### config.mk
export PLATFORM = sky130hd
export DESIGN_NAME = mem_dbus_if
export DESIGN_NICKNAME = d
export VERILOG_FILES = /design/src/rtl/mem_dbus_if_pkg.sv /design/src/rtl/mem_lane_fmt.sv /design/src/rtl/mem_dbus_if.sv
export SDC_FILE = /design/constraint.sdc
export NUM_CORES = 1
export LEC_CHECK = 0
export BUFFER_PORTS_ARGS = -buffer_cell sky130_fd_sc_hd__clkbuf_2
export CORE_ASPECT_RATIO = 2
export CORE_UTILIZATION = 40
export DETAILED_ROUTE_END_ITERATION = 8
export PLACE_DENSITY_LB_ADDON = 0.12
export RECOVER_POWER = 100
export SLEW_MARGIN = 10
export SYNTH_ARGS = -nofsm -noshare
export SYNTH_HDL_FRONTEND = slang
export SYNTH_HIERARCHICAL = 1
export SYNTH_SLANG_ARGS = --single-unit
### constraint.sdc
create_clock -name clk -period 1.8 [get_ports clk]
set_input_delay 0.09 -clock clk [delete_from_list [all_inputs] [get_ports clk]]
set_output_delay 0.09 -clock clk [all_outputs]
set_load 0.01 [all_outputs]
### src/rtl/mem_dbus_if_pkg.sv
// Shared constants, op encodings and FSM state type for the MEM-stage data-bus interface.
package mem_dbus_if_pkg;

    localparam int unsigned DATA_W     = 32;
    localparam int unsigned ADDR_W     = 32;
    localparam int unsigned SEL_W      = 4;
    localparam int unsigned REG_ADDR_W = 5;
    localparam int unsigned ALUOP_W    = 8;
    localparam int unsigned STALL_W    = 6;

    // Stall vector bit that gates the MEM/WB register
    localparam int unsigned STALL_MEM_WB = 4;

    localparam logic Stop   = 1'b1;
    localparam logic NoStop = 1'b0;

    localparam logic [DATA_W-1:0] ZeroWord = '0;

    localparam logic [ALUOP_W-1:0] EXE_LB_OP  = 8'hE0;
    localparam logic [ALUOP_W-1:0] EXE_LH_OP  = 8'hE1;
    localparam logic [ALUOP_W-1:0] EXE_LW_OP  = 8'hE3;
    localparam logic [ALUOP_W-1:0] EXE_LBU_OP = 8'hE4;
    localparam logic [ALUOP_W-1:0] EXE_LHU_OP = 8'hE5;
    localparam logic [ALUOP_W-1:0] EXE_SB_OP  = 8'hE8;
    localparam logic [ALUOP_W-1:0] EXE_SH_OP  = 8'hE9;
    localparam logic [ALUOP_W-1:0] EXE_SW_OP  = 8'hEB;

    typedef enum logic [1:0] {
        DBUS_IDLE = 2'b00,
        DBUS_WAIT = 2'b01,
        DBUS_HOLD = 2'b10
    } dbus_state_e;

    function automatic logic is_load_op(input logic [ALUOP_W-1:0] op);
        case (op)
            EXE_LB_OP, EXE_LH_OP, EXE_LW_OP, EXE_LBU_OP, EXE_LHU_OP: return 1'b1;
            default:                                                 return 1'b0;
        endcase
    endfunction

    function automatic logic is_store_op(input logic [ALUOP_W-1:0] op);
        case (op)
            EXE_SB_OP, EXE_SH_OP, EXE_SW_OP: return 1'b1;
            default:                         return 1'b0;
        endcase
    endfunction

endpackage

### src/rtl/mem_lane_fmt.sv
// Big-endian byte-lane steering: lane enables, replicated store data and extended load data.
module mem_lane_fmt
    import mem_dbus_if_pkg::*;
(
    input  logic [ALUOP_W-1:0] aluop,
    input  logic [1:0]         addr_lo,
    input  logic [DATA_W-1:0]  reg2,
    input  logic [DATA_W-1:0]  rdata,
    output logic [SEL_W-1:0]   sel,
    output logic [DATA_W-1:0]  wdata,
    output logic [DATA_W-1:0]  load_data
);

    logic [7:0]  byte_lane;
    logic [15:0] half_lane;

    // Pick the addressed byte and halfword out of the read word (offset 0 = MSB)
    always_comb begin
        byte_lane = rdata[31:24];
        case (addr_lo)
            2'b00:   byte_lane = rdata[31:24];
            2'b01:   byte_lane = rdata[23:16];
            2'b10:   byte_lane = rdata[15:8];
            default: byte_lane = rdata[7:0];
        endcase
        half_lane = addr_lo[1] ? rdata[15:0] : rdata[31:16];
    end

    // Lane enables, store replication and load extension per op
    always_comb begin
        sel       = '0;
        wdata     = ZeroWord;
        load_data = ZeroWord;
        case (aluop)
            EXE_LB_OP: begin
                sel       = 4'b1000 >> addr_lo;
                load_data = {{24{byte_lane[7]}}, byte_lane};
            end
            EXE_LBU_OP: begin
                sel       = 4'b1000 >> addr_lo;
                load_data = {24'h000000, byte_lane};
            end
            EXE_LH_OP: begin
                sel       = addr_lo[1] ? 4'b0011 : 4'b1100;
                load_data = {{16{half_lane[15]}}, half_lane};
            end
            EXE_LHU_OP: begin
                sel       = addr_lo[1] ? 4'b0011 : 4'b1100;
                load_data = {16'h0000, half_lane};
            end
            EXE_LW_OP: begin
                sel       = '1;
                load_data = rdata;
            end
            EXE_SB_OP: begin
                sel   = 4'b1000 >> addr_lo;
                wdata = {4{reg2[7:0]}};
            end
            EXE_SH_OP: begin
                sel   = addr_lo[1] ? 4'b0011 : 4'b1100;
                wdata = {2{reg2[15:0]}};
            end
            EXE_SW_OP: begin
                sel   = '1;
                wdata = reg2;
            end
            default: ;
        endcase
    end

endmodule

### src/rtl/mem_dbus_if.sv
// MEM-stage data-bus master: one req/ack transaction per load/store, stalling the pipe until done.
module mem_dbus_if
    import mem_dbus_if_pkg::*;
(
    input  logic                  clk,
    input  logic                  rst,
    input  logic [STALL_W-1:0]    stall,
    input  logic [REG_ADDR_W-1:0] mem_wd,
    input  logic                  mem_wreg,
    input  logic [DATA_W-1:0]     mem_wdata,
    input  logic [ALUOP_W-1:0]    mem_aluop,
    input  logic [ADDR_W-1:0]     mem_mem_addr,
    input  logic [DATA_W-1:0]     mem_reg2,
    input  logic [DATA_W-1:0]     dbus_rdata,
    input  logic                  dbus_ack,
    output logic                  dbus_req,
    output logic                  dbus_we,
    output logic [ADDR_W-1:0]     dbus_addr,
    output logic [SEL_W-1:0]      dbus_sel,
    output logic [DATA_W-1:0]     dbus_wdata,
    output logic [REG_ADDR_W-1:0] wb_wd,
    output logic                  wb_wreg,
    output logic [DATA_W-1:0]     wb_wdata,
    output logic                  stallreq
);

    dbus_state_e       state_q, state_d;
    logic              req_q,   req_d;
    logic              we_q,    we_d;
    logic [ADDR_W-1:0] addr_q,  addr_d;
    logic [SEL_W-1:0]  sel_q,   sel_d;
    logic [DATA_W-1:0] wdata_q, wdata_d;
    logic [DATA_W-1:0] rdata_q, rdata_d;

    logic [SEL_W-1:0]  fmt_sel;
    logic [DATA_W-1:0] fmt_wdata;
    logic [DATA_W-1:0] fmt_load;
    logic              op_load;
    logic              op_store;

    // Only the MEM/WB advance bit matters here
    logic unused_stall;
    assign unused_stall = ^{stall[STALL_W-1:STALL_MEM_WB+1], stall[STALL_MEM_WB-1:0]};

    assign op_load  = is_load_op(mem_aluop);
    assign op_store = is_store_op(mem_aluop);

    mem_lane_fmt u_lane_fmt (
        .aluop     (mem_aluop),
        .addr_lo   (mem_mem_addr[1:0]),
        .reg2      (mem_reg2),
        .rdata     (dbus_rdata),
        .sel       (fmt_sel),
        .wdata     (fmt_wdata),
        .load_data (fmt_load)
    );

    // State and bus registers; reset takes priority over a coincident ack
    always_ff @(posedge clk) begin
        if (rst) begin
            state_q <= DBUS_IDLE;
            req_q   <= 1'b0;
            we_q    <= 1'b0;
            addr_q  <= ZeroWord;
            sel_q   <= '0;
            wdata_q <= ZeroWord;
            rdata_q <= ZeroWord;
        end else begin
            state_q <= state_d;
            req_q   <= req_d;
            we_q    <= we_d;
            addr_q  <= addr_d;
            sel_q   <= sel_d;
            wdata_q <= wdata_d;
            rdata_q <= rdata_d;
        end
    end

    // Next-state, bus register loads, stall request and MEM-stage result
    always_comb begin
        state_d  = state_q;
        req_d    = req_q;
        we_d     = we_q;
        addr_d   = addr_q;
        sel_d    = sel_q;
        wdata_d  = wdata_q;
        rdata_d  = rdata_q;
        stallreq = 1'b0;
        wb_wd    = mem_wd;
        wb_wreg  = mem_wreg;
        wb_wdata = mem_wdata;
        case (state_q)
            DBUS_IDLE: begin
                if (op_load || op_store) begin
                    req_d    = 1'b1;
                    we_d     = op_store;
                    addr_d   = {mem_mem_addr[ADDR_W-1:2], 2'b00};
                    sel_d    = fmt_sel;
                    wdata_d  = fmt_wdata;
                    stallreq = 1'b1;
                    state_d  = DBUS_WAIT;
                end
            end
            DBUS_WAIT: begin
                stallreq = 1'b1;
                if (dbus_ack) begin
                    req_d   = 1'b0;
                    rdata_d = fmt_load;
                    state_d = DBUS_HOLD;
                end
            end
            DBUS_HOLD: begin
                if (op_load) begin
                    wb_wdata = rdata_q;
                end
                if (stall[STALL_MEM_WB] == NoStop) begin
                    state_d = DBUS_IDLE;
                end
            end
            default: state_d = DBUS_IDLE;
        endcase
    end

    assign dbus_req   = req_q;
    assign dbus_we    = we_q;
    assign dbus_addr  = addr_q;
    assign dbus_sel   = sel_q;
    assign dbus_wdata = wdata_q;

endmodule

# ---- Word level (Yosys, flattened, before mapping)
# Index checks and enable logic that the tools add are counted.
dict set report op_classes {
  n_eq_ne 15
  shifts 1
  muxes 19
  reduce_logical 13
}
# op count
set op_table {}
lappend op_table {{one-hot mux 32 bit (5 select lines)} 1}
lappend op_table {{one-hot mux 32 bit (3 select lines)} 1}
lappend op_table {{== test 8 bit (second input constant)} 8}
lappend op_table {{two-way mux 32 bit} 2}
lappend op_table {{one-hot mux 8 bit (3 select lines)} 1}
lappend op_table {{two-way mux 16 bit} 1}
lappend op_table {{one-hot mux 4 bit (3 select lines)} 1}
lappend op_table {{OR reduction 3 bit} 3}
lappend op_table {{two-way mux 2 bit} 3}
lappend op_table {{!= test 2 bit (second input constant)} 3}
lappend op_table {{one-hot mux 2 bit (3 select lines)} 1}
lappend op_table {{AND reduction 3 bit} 2}
lappend op_table {{two-way mux 1 bit} 5}
lappend op_table {{OR reduction 5 bit} 1}
lappend op_table {{== test 2 x 1 -> 1 bit (second input constant)} 2}
lappend op_table {{== test 2 bit (second input constant)} 2}
lappend op_table {{logical NOT 2 bit} 2}
lappend op_table {{two-way mux 4 bit} 1}
lappend op_table {{one-hot mux 1 bit (2 select lines)} 2}
lappend op_table {{AND reduction 2 bit} 2}
lappend op_table {{>> shifter 4 x 2 -> 4 bit (first input constant)} 1}
lappend op_table {{nonzero test 2 bit} 1}
lappend op_table {{OR reduction 2 bit} 1}
lappend op_table {{logical OR 1 bit} 1}
dict set report word_totals {
  regBits 102
  out_inout_bits 109
  word_cells 55
}

# ---- Logic depth before layout (Yosys ltp)
# Gate-level depths: netlist of run 1.
dict set report logic_depth {
  word_depth 6
  depth_mapped 8
}

# ---- Modules after synthesis
# The synthesis of run 1 kept the hierarchy.
# mod n_inst cells_per_inst area_each_um2
set by_module_without_submodules {}
lappend by_module_without_submodules {mem_dbus_if 1 505 4514.3}
lappend by_module_without_submodules {mem_lane_fmt 1 185 1400.1}

# ---- Worst setup path after synthesis of run 1
# Ideal clock, no wire load.
dict set report synth_timing {
  path_kind {reg-to-reg}
  startpoint {reg state_q[1]}
  endpoint {reg we_q, in the netlist dbus_we}
  arrival_time_ps 1322
  path_slack_ps 363
  stages_incl_launch_ff 7
  path_cell_list {dfxtp_1 clkbuf_1 nor2_1 nor4b_4 buf_4 nor3b_1 a31o_1}
}
dict set report synth_between {
  elab_chain_len 2
}
# item line_no
set synth_lines {}
lappend synth_lines {{start: declaration} mem_dbus_if.sv:27} ;# dbus_state_e state_q, state_d;
lappend synth_lines {{start signal: assignment} mem_dbus_if.sv:69} ;# state_q <= state_d;
lappend synth_lines {{logical NOT 2 bit} mem_dbus_if.sv:92} ;# case (state_q)
lappend synth_lines {{AND reduction 2 bit (no source line)} -}
lappend synth_lines {{end signal: assignment} mem_dbus_if.sv:71} ;# we_q <= we_d;
lappend synth_lines {{end: declaration} mem_dbus_if.sv:29} ;# logic we_q, we_d;
# No other way between the ends.
# A chain may end at the register's enable or synchronous reset.

# ---- Worst setup path after layout of run 1
dict set report layout_timing {
  startpoint {reg state_q[0]}
  endpoint {out wb_wdata[16]}
}
dict set report layout_between {
  elab_chain_len 2
}
# item line_no
set layout_lines {}
lappend layout_lines {{== test 2 bit} mem_dbus_if.sv:92}
lappend layout_lines {{two-way mux 32 bit} mem_dbus_if.sv:92}
lappend layout_lines {{end: declaration} mem_dbus_if.sv:23} ;# output logic [DATA_W-1:0] wb_wdata,
# No other way between the ends.

==> metrics.md, run 1 <==
| Metric | Value |
|---|---|
| Largest cells by area after synthesis | dfxtp_1 (35%), nand3b_1 (8.4%), nand2b_1 (7.3%), mux2_2 (6.9%), o21ai_0 (4.7%) |
| Post-Synth Simple-Gate Area | 29.2% |
| Area leader, netlist | dfxtp_1 |
| Place WS | -0.0254 ns |
| Data arrival time of the critical path | 1.86 ns |
| CTS Sinks | 102 |
| CP max stage delay | 0.35 ns |
| Worst VDD drop | 0.000431 V |
| Max transition margin | 53.1% |
| Antenna-violating nets left | 0 |
| Die width | 88.0 microns |
| Tot Pwr | 5090 uW |
| Met3 wire length | 1180 microns |
| Top FF cell, synth | dfxtp_1 |
| Routed Wire Length | 20,400 microns |
| Total number of vias | 6,101 |
| Sequential-to-total area share from yosys stat | 34.5% |
| EDFF count, synth | 0 |
| Fin Setup TNS | -4.12 ns |
| # rows | 62 |
| Total GRT Usage | 26.0% |
| Nets | 1,082 |
| Synth-to-layout area growth | 36.8% |
| Antenna violations before repair | 0 |
| Crit-path cells | a211oi_2, nand2_1, nor2_4, buf_12, buf_16, mux2_2, buf_6 |
| Mapped cell area | 0.00591 sq mm |
| Worst-Margin Slew | 0.702 ns |
| Yosys warns | 6 |
| Iter 0 DRT Violations | 244 |
| Worst skew pair latency | 0.35 ns |
| Post-synth ARST share | 0% |
| Vias per inst | 5.41 |
| Leak | 0.00314 uW |
| Post-synthesis mux area share | 10.1% |
| Syn Area/Cell | 8.57 sq um |
| Final setup violating endpoints | 33 |
| Area of the die | 0.0153 sq mm |
| CTS tree | built |
| Remaining DRCs | 0 |
| Critical path required time | 1.71 ns |
| Unrepaired setup endpoints after global routing | true |
| Max stage delay cell, worst path | dfxtp_4 |
| Synth Register Bits | 102 |
| Synthesized-area fraction occupied by adder cells | 0% |
| Num CTS Buffers | 9 |
| Area share of the largest cell type after synthesis | 34.5% |
| Maxcap violations | 0 |
| Distinct cells, synth | 49 |
| GRT overflow | 0 |
| Crit Path Category | register to output pin |
| Failing checks | negative setup slack |
| Root buf cell | clkbuf_16 |
| Final worst-path cycle share | 109% |
| Skew final | 0.00665 ns |
| Mapped Cells | 690 |
| Fraction of final layout cells sized beyond drive strength 1 | 30.1% |
| DRT Pass-1 Iters | 5 |
| Largest family of logic cells by synthesized area | simple AND/OR/NAND/NOR gates |
| Post-layout util | 56.1% |
| Reg2reg setup slack | -0.01 ns |
| Placed Cells | 1,079 |
| XOR/XNOR share of the synthesized area | 0% |
| RD Place Congestion | 0.917 |
| H-Tree Depth | 3 |
| Tmin final | 1.95 ns |
| # diodes | 0 |
| Worst Setup End Kind | output pin |
| Wire length on met2 | 11,000 microns |
| Worst Hold Class | primary input to register |
| Synth Area in Compound Gates | 18.1% |
| Vias in the first global route | 6,148 |
| Most frequent cells in the layout | clkbuf_2 (149), dfxtp_1 (100), clkbuf_1 (70) |
| Power density over the cells | 629 mW/mm^2 |
| IO Port Bufs | 240 |
| Clk pin slew, worst setup/hold paths | 0.08 ns |
| Fin. Hold Viols | 0 |
| Clock Tree Buf Depth | 2 |
| Uppermost layer routed | met4 |
| Placeable core area | 0.0144 sq mm |
| Final WS setup | -0.153 ns |
| Die extent in y | 174 microns |
| Initial Util | 41.0% |
| Io pins | 260 |
| Slew Viols, Final | 0 |
| WL/cell | 18.1 microns |
| Worst-path maximum fanout | 8 |
| Largest net degree at the start of global routing | 78 |
| Outcome | finished with violations |
| Cell Count, Final, Fillers Out | 1,128 |
| Dpl hpwl | 14,800 microns |
| Commonest non-fill, non-tap cell in the layout | clkbuf_2 |
| CP Launch Type | register |
| Max Clock Freq | 0.512 GHz |
| Metal-1 WL | 7210 microns |
| First-pass GRT wire length | 30,600 microns |
==> layout make-up <==
cell class                      count  area, sq um
Timing Repair Buffer              303         1940
Sequential cell                   102         2050
Tap cell                          192          240
Inverter                           15         56.3
Multi-Input combinational cell    500         3490
Fill cell                        1432         6340
Clock inverter                      6         76.3
Clock buffer                       10          239
==> timing repair <==
item	4_1_cts	5_1_grt
gates resized for setup	28	46
setup buffers	2	1
endpoints found under the setup margin	32	32
endpoints found under the hold margin	27	0
hold buffers	27	0
gates cloned	2	1
==> worst max-delay path, delay by kind of cell (launching register included) <==
kind                   cells  cell delay (ns)
DFF                        1             0.35
muxes                      1             0.34
AOI/OAI and AO/OA          1             0.14
buffers and inverters      3             0.39
and+or+nand+nor            2             0.28
==> worst paths after layout <==
kind / endpoint / from / depth (start not counted)
max: wb_wdata[16] / state_q[0] / 7
min: dbus_addr[15] / mem_mem_addr[15] / 3
max reg2reg: dbus_we / state_q[0] / 6
min reg2reg: rdata_q[5] / rdata_q[5] / 2
==> synth_stat cells (3+ instances only) <==
| master | n |
|---|---|
| a21oi_1 | 38 |
| o21ai_0 | 55 |
| o21ai_1 | 16 |
| and4b_1 | 9 |
| buf_2 | 14 |
| a31oi_1 | 16 |
| a22o_1 | 11 |
| nand3_1 | 24 |
| mux2_2 | 36 |
| buf_6 | 8 |
| clkbuf_1 | 35 |
| nor3_1 | 4 |
| nor2_1 | 6 |
| nand2_1 | 68 |
| and2_1 | 9 |
| nand2b_1 | 69 |
| buf_4 | 16 |
| inv_1 | 15 |
| dfxtp_1 | 102 |
| a221o_1 | 15 |
| mux4_2 | 8 |
| o221ai_1 | 5 |
| nand4_1 | 9 |
| o31ai_1 | 5 |
| nand3b_1 | 66 |
| or2_2 | 3 |
==> cell families after synthesis <==
group / count (synthesis)
AOI/OAI and AO/OA: 170
buffers and inverters: 89
DFF: 102
muxes: 45
other: 1
and+or+nand+nor: 283
==> per-layer routing <==
metal  track usage [%]  vias up
met4              15.2        0
met5                 0        -
met3              4.65       45
met2              49.1      241
met1              25.1     2870
li1                  -     2945
==> sequential cells by signal (all words and copies together) (netlist names) <==
register and cells:
dbus_addr 30, dbus_req 1, dbus_sel 4, dbus_wdata 32, dbus_we 1, rdata_q 32
state_q 2
==> power breakdown <==
part | internal (uW) | switching (uW) | total [uW] | leakage (uW)
registers | 2260 | 5.90 | 2270 | 0.000823
logic | 388 | 342 | 729 | 0.00216
clock network | 1140 | 949 | 2090 | 0.000156
==> through the flow <==
stage	area (sq um)	hold slack, ns
6_report	8090	0.00220
5_1_grt	8090	0.00803
4_1_cts	8060	0.00294
3_5_place_dp	7300	0.180
3_3_place_gp	7300	0.180
2_1_floorplan	5920	0.225
Power figures use the tool's default switching activity.
==> inputs of run 2 (changes only) <==
- ABC_AREA: unset -> 1
==> metrics.md, run 2 <==
| Metric | Value |
|---|---|
| Placement Cell Area | 0.00709 sq mm (was 0.00730 sq mm) |
| Area of the die | 0.0149 sq mm (was 0.0153 sq mm) |
| Syn Area/Cell | 6.36 sq um (was 8.57 sq um) |
| Commonest cells post-synth | nand2_1 (274), nand3_1 (114), a21oi_1 (109) (was dfxtp_1 (102), nand2b_1 (69), nand2_1 (68)) |
| First-pass GRT wire length | 29,100 microns (was 30,600 microns) |
| Remaining DRCs | 0 (unchanged) |
| Tmin final | 1.67 ns (was 1.95 ns) |
| Skew final | 0.00572 ns (was 0.00665 ns) |
| Final setup violating endpoints | 0 (was 33) |
| Placeable core area | 0.0140 sq mm (was 0.0144 sq mm) |
| Mapped cell area | 0.00576 sq mm (was 0.00591 sq mm) |
| GRT overflow | 0 (unchanged) |
| Clock Tree Buf Depth | 2 (unchanged) |
| Yosys warns | 6 (unchanged) |
| Mapped Cells | 907 (was 690) |
| Max Clock Freq | 0.598 GHz (was 0.512 GHz) |
| RD Place Congestion | 0.936 (was 0.917) |
| Slew Viols, Final | 0 (unchanged) |
| Die extent in y | 172 microns (was 174 microns) |
| Power density over the cells | 644 mW/mm^2 (was 629 mW/mm^2) |
| Antenna violations before repair | 0 (unchanged) |
| Worst Setup End Kind | output pin (unchanged) |
| Critical path required time | 1.71 ns (about the same) |
| Reg2reg path depth | 5 (was 6) |
| Antenna-violating nets left | 0 (unchanged) |
| Distinct cells, synth | 29 (was 49) |
| Clk pin slew, worst setup/hold paths | 0.07 ns (was 0.08 ns) |
| CTS Sinks | 102 (unchanged) |
| Reg2reg setup slack | 0.20 ns (was -0.01 ns) |
| Top FF cell, synth | dfxtp_1 (unchanged) |
| Fin. Hold Viols | 0 (unchanged) |
| Crit path from | state_q[0] (unchanged) |
| CTS tree | built (unchanged) |
| Worst VDD drop | 0.000600 V (was 0.000431 V) |
| Die width | 86.9 microns (was 88.0 microns) |
| H-Tree Depth | 3 (unchanged) |
| Initial Util | 41.3% (was 41.0%) |
| Max transition margin | 56.1% (was 53.1%) |
| Total number of vias | 6,672 (was 6,101) |
| Area leader, netlist | dfxtp_1 (unchanged) |
| Iter 0 DRT Violations | 267 (was 244) |
| Nets | 1,300 (was 1,082) |
| Sequential-to-total area share from yosys stat | 35.4% (was 34.5%) |
| Fin Setup TNS | 0 ns (was -4.12 ns) |
| Commonest non-fill, non-tap cell in the layout | nand2_1 (was clkbuf_2) |
| Dpl hpwl | 13,900 microns (was 14,800 microns) |
| Root buf cell | clkbuf_16 (unchanged) |
| DRT Pass-1 Iters | 5 (unchanged) |
| Area share of the largest cell type after synthesis | 35.4% (was 34.5%) |
| Fraction of final layout cells sized beyond drive strength 1 | 19.8% (was 30.1%) |
| Top-count cell post-synth | nand2_1 (was dfxtp_1) |
| Post-synth ARST share | 0% (unchanged) |
| Worst-path maximum fanout | 17 (was 8) |
| Most frequent cells in the layout | nand2_1 (275), clkbuf_2 (160), nand3_1 (114) (was clkbuf_2 (149), dfxtp_1 (100), clkbuf_1 (70)) |
| Design area | 0.00760 sq mm (was 0.00809 sq mm) |
| Largest net degree at the start of global routing | 68 (was 78) |
| Vias in the first global route | 6,111 (was 6,148) |
| Outcome | complete, no violations (was finished with violations) |
| Worst-Margin Slew | 0.657 ns (was 0.702 ns) |
| Maxcap violations | 0 (unchanged) |
| Critical Path End | stallreq (was wb_wdata[16]) |
| EDFF count, synth | 0 (unchanged) |
| Largest cells by area after synthesis | dfxtp_1 (35%), nand2_1 (18%), nand3_1 (9.9%), a21oi_1 (9.5%), o21ai_0 (6.4%) (was dfxtp_1 (35%), nand3b_1 (8.4%), nand2b_1 (7.3%), mux2_2 (6.9%), o21ai_0 (4.7%)) |
| Synth-to-layout area growth | 31.9% (was 36.8%) |
| Filler cell count | 1,498 (was 1,432) |
| # diodes | 0 (unchanged) |
| Routed Wire Length | 19,100 microns (was 20,400 microns) |
| RR Endpoint | dbus_wdata[1] (was dbus_we) |
| Final worst-path cycle share | 92.8% (was 109%) |
| Leak | 0.00347 uW (was 0.00314 uW) |
| Io pins | 260 (unchanged) |
| IO Port Bufs | 240 (unchanged) |
| Vias per inst | 4.97 (was 5.41) |
| Num CTS Buffers | 9 (unchanged) |
| Synth Register Bits | 102 (unchanged) |
| Worst R2R Start | state_q[0] (unchanged) |
| Total GRT Usage | 25.2% (was 26.0%) |
| Worst skew pair latency | 0.35 ns (about the same) |
| CP Launch Type | register (unchanged) |
| # rows | 61 (was 62) |
| Worst Hold Class | primary input to register (unchanged) |
| WL/cell | 14.2 microns (was 18.1 microns) |
| Crit Path Category | register to output pin (unchanged) |
| Data arrival time of the critical path | 1.58 ns (was 1.86 ns) |
## run 2: area by class of cell
cell class	instances	area, sq um	share of cell area (%)
Multi-Input combinational cell	638	2960	38.9
Sequential cell	102	2040	26.9
Timing Repair Buffer	297	1690	22.2
Inverter	101	380	5.00
Tap cell	189	236	3.11
Clock buffer	11	233	3.06
Clock inverter	5	58.8	0.774
## run 2: per-stage QoR
step                      util, %  cells  worst slack, ns  total power, uW  hold slack (ns)
final                        54.4   1343            0.129             4890           0.0126
after global routing         54.4   1343          -0.0124             5100           0.0194
after CTS                    55.0   1340          0.00259             4970          0.00125
after detailed placement     50.7   1294            0.159             2930            0.180
after global placement       50.7   1294            0.179             2930            0.180
after floorplan                 -    908            0.574             2630            0.233
## run 2: logic make-up (layout without fill, tap and decap cells)
group                  after synthesis  count (layout)  share of synthesized area, %
buffers and inverters              168             414                          13.3
other                                1               2                        0.0651
AOI/OAI and AO/OA                  186             186                          16.2
DFF                                102             102                          35.4
and+or+nand+nor                    450             450                          35.0
## run 2: worst max-delay path, cell delays in order (launching register included)
cell	delay [ns]
dfxtp_2	0.36
nor2_4	0.12
nand2_1	0.41
nand2_1	0.17
clkbuf_1	0.16
## run 2: worst min-delay path by stage
stage                     startpoint       endpoint  cells past startpoint
global placement           mem_wd[1]       wb_wd[1]                      0
floorplan                   stall[4]     state_q[1]                      2
global route        mem_mem_addr[16]  dbus_addr[16]                      3
CTS                 mem_mem_addr[16]  dbus_addr[16]                      3
finish              mem_mem_addr[16]  dbus_addr[16]                      3
detailed placement         mem_wd[1]       wb_wd[1]                      0
## run 2: timing repair
action	CTS	global route
resized for setup	0	2
endpoints found under the setup margin	0	32
hold buffers	30	0
setup buffers	0	2
endpoints found under the hold margin	30	0
## run 2: where the power goes
part / total [uW] / internal (uW) / switching (uW)
Clock: 1970 / 1080 / 886
Combinational: 642 / 273 / 368
Sequential: 2280 / 2270 / 9.69
Total: 4890 / 3630 / 1260
## run 2: per-layer routing
| layer | track usage, % | share of wire [%] | up-vias |
|---|---|---|---|
| li1 | - | - | 3396 |
| met3 | 4.85 | 5.8 | 40 |
| met4 | 14.1 | 4.0 | 0 |
| met1 | 25.8 | 36 | 3024 |
| met5 | 0 | 0 | - |
| met2 | 46.8 | 54 | 212 |
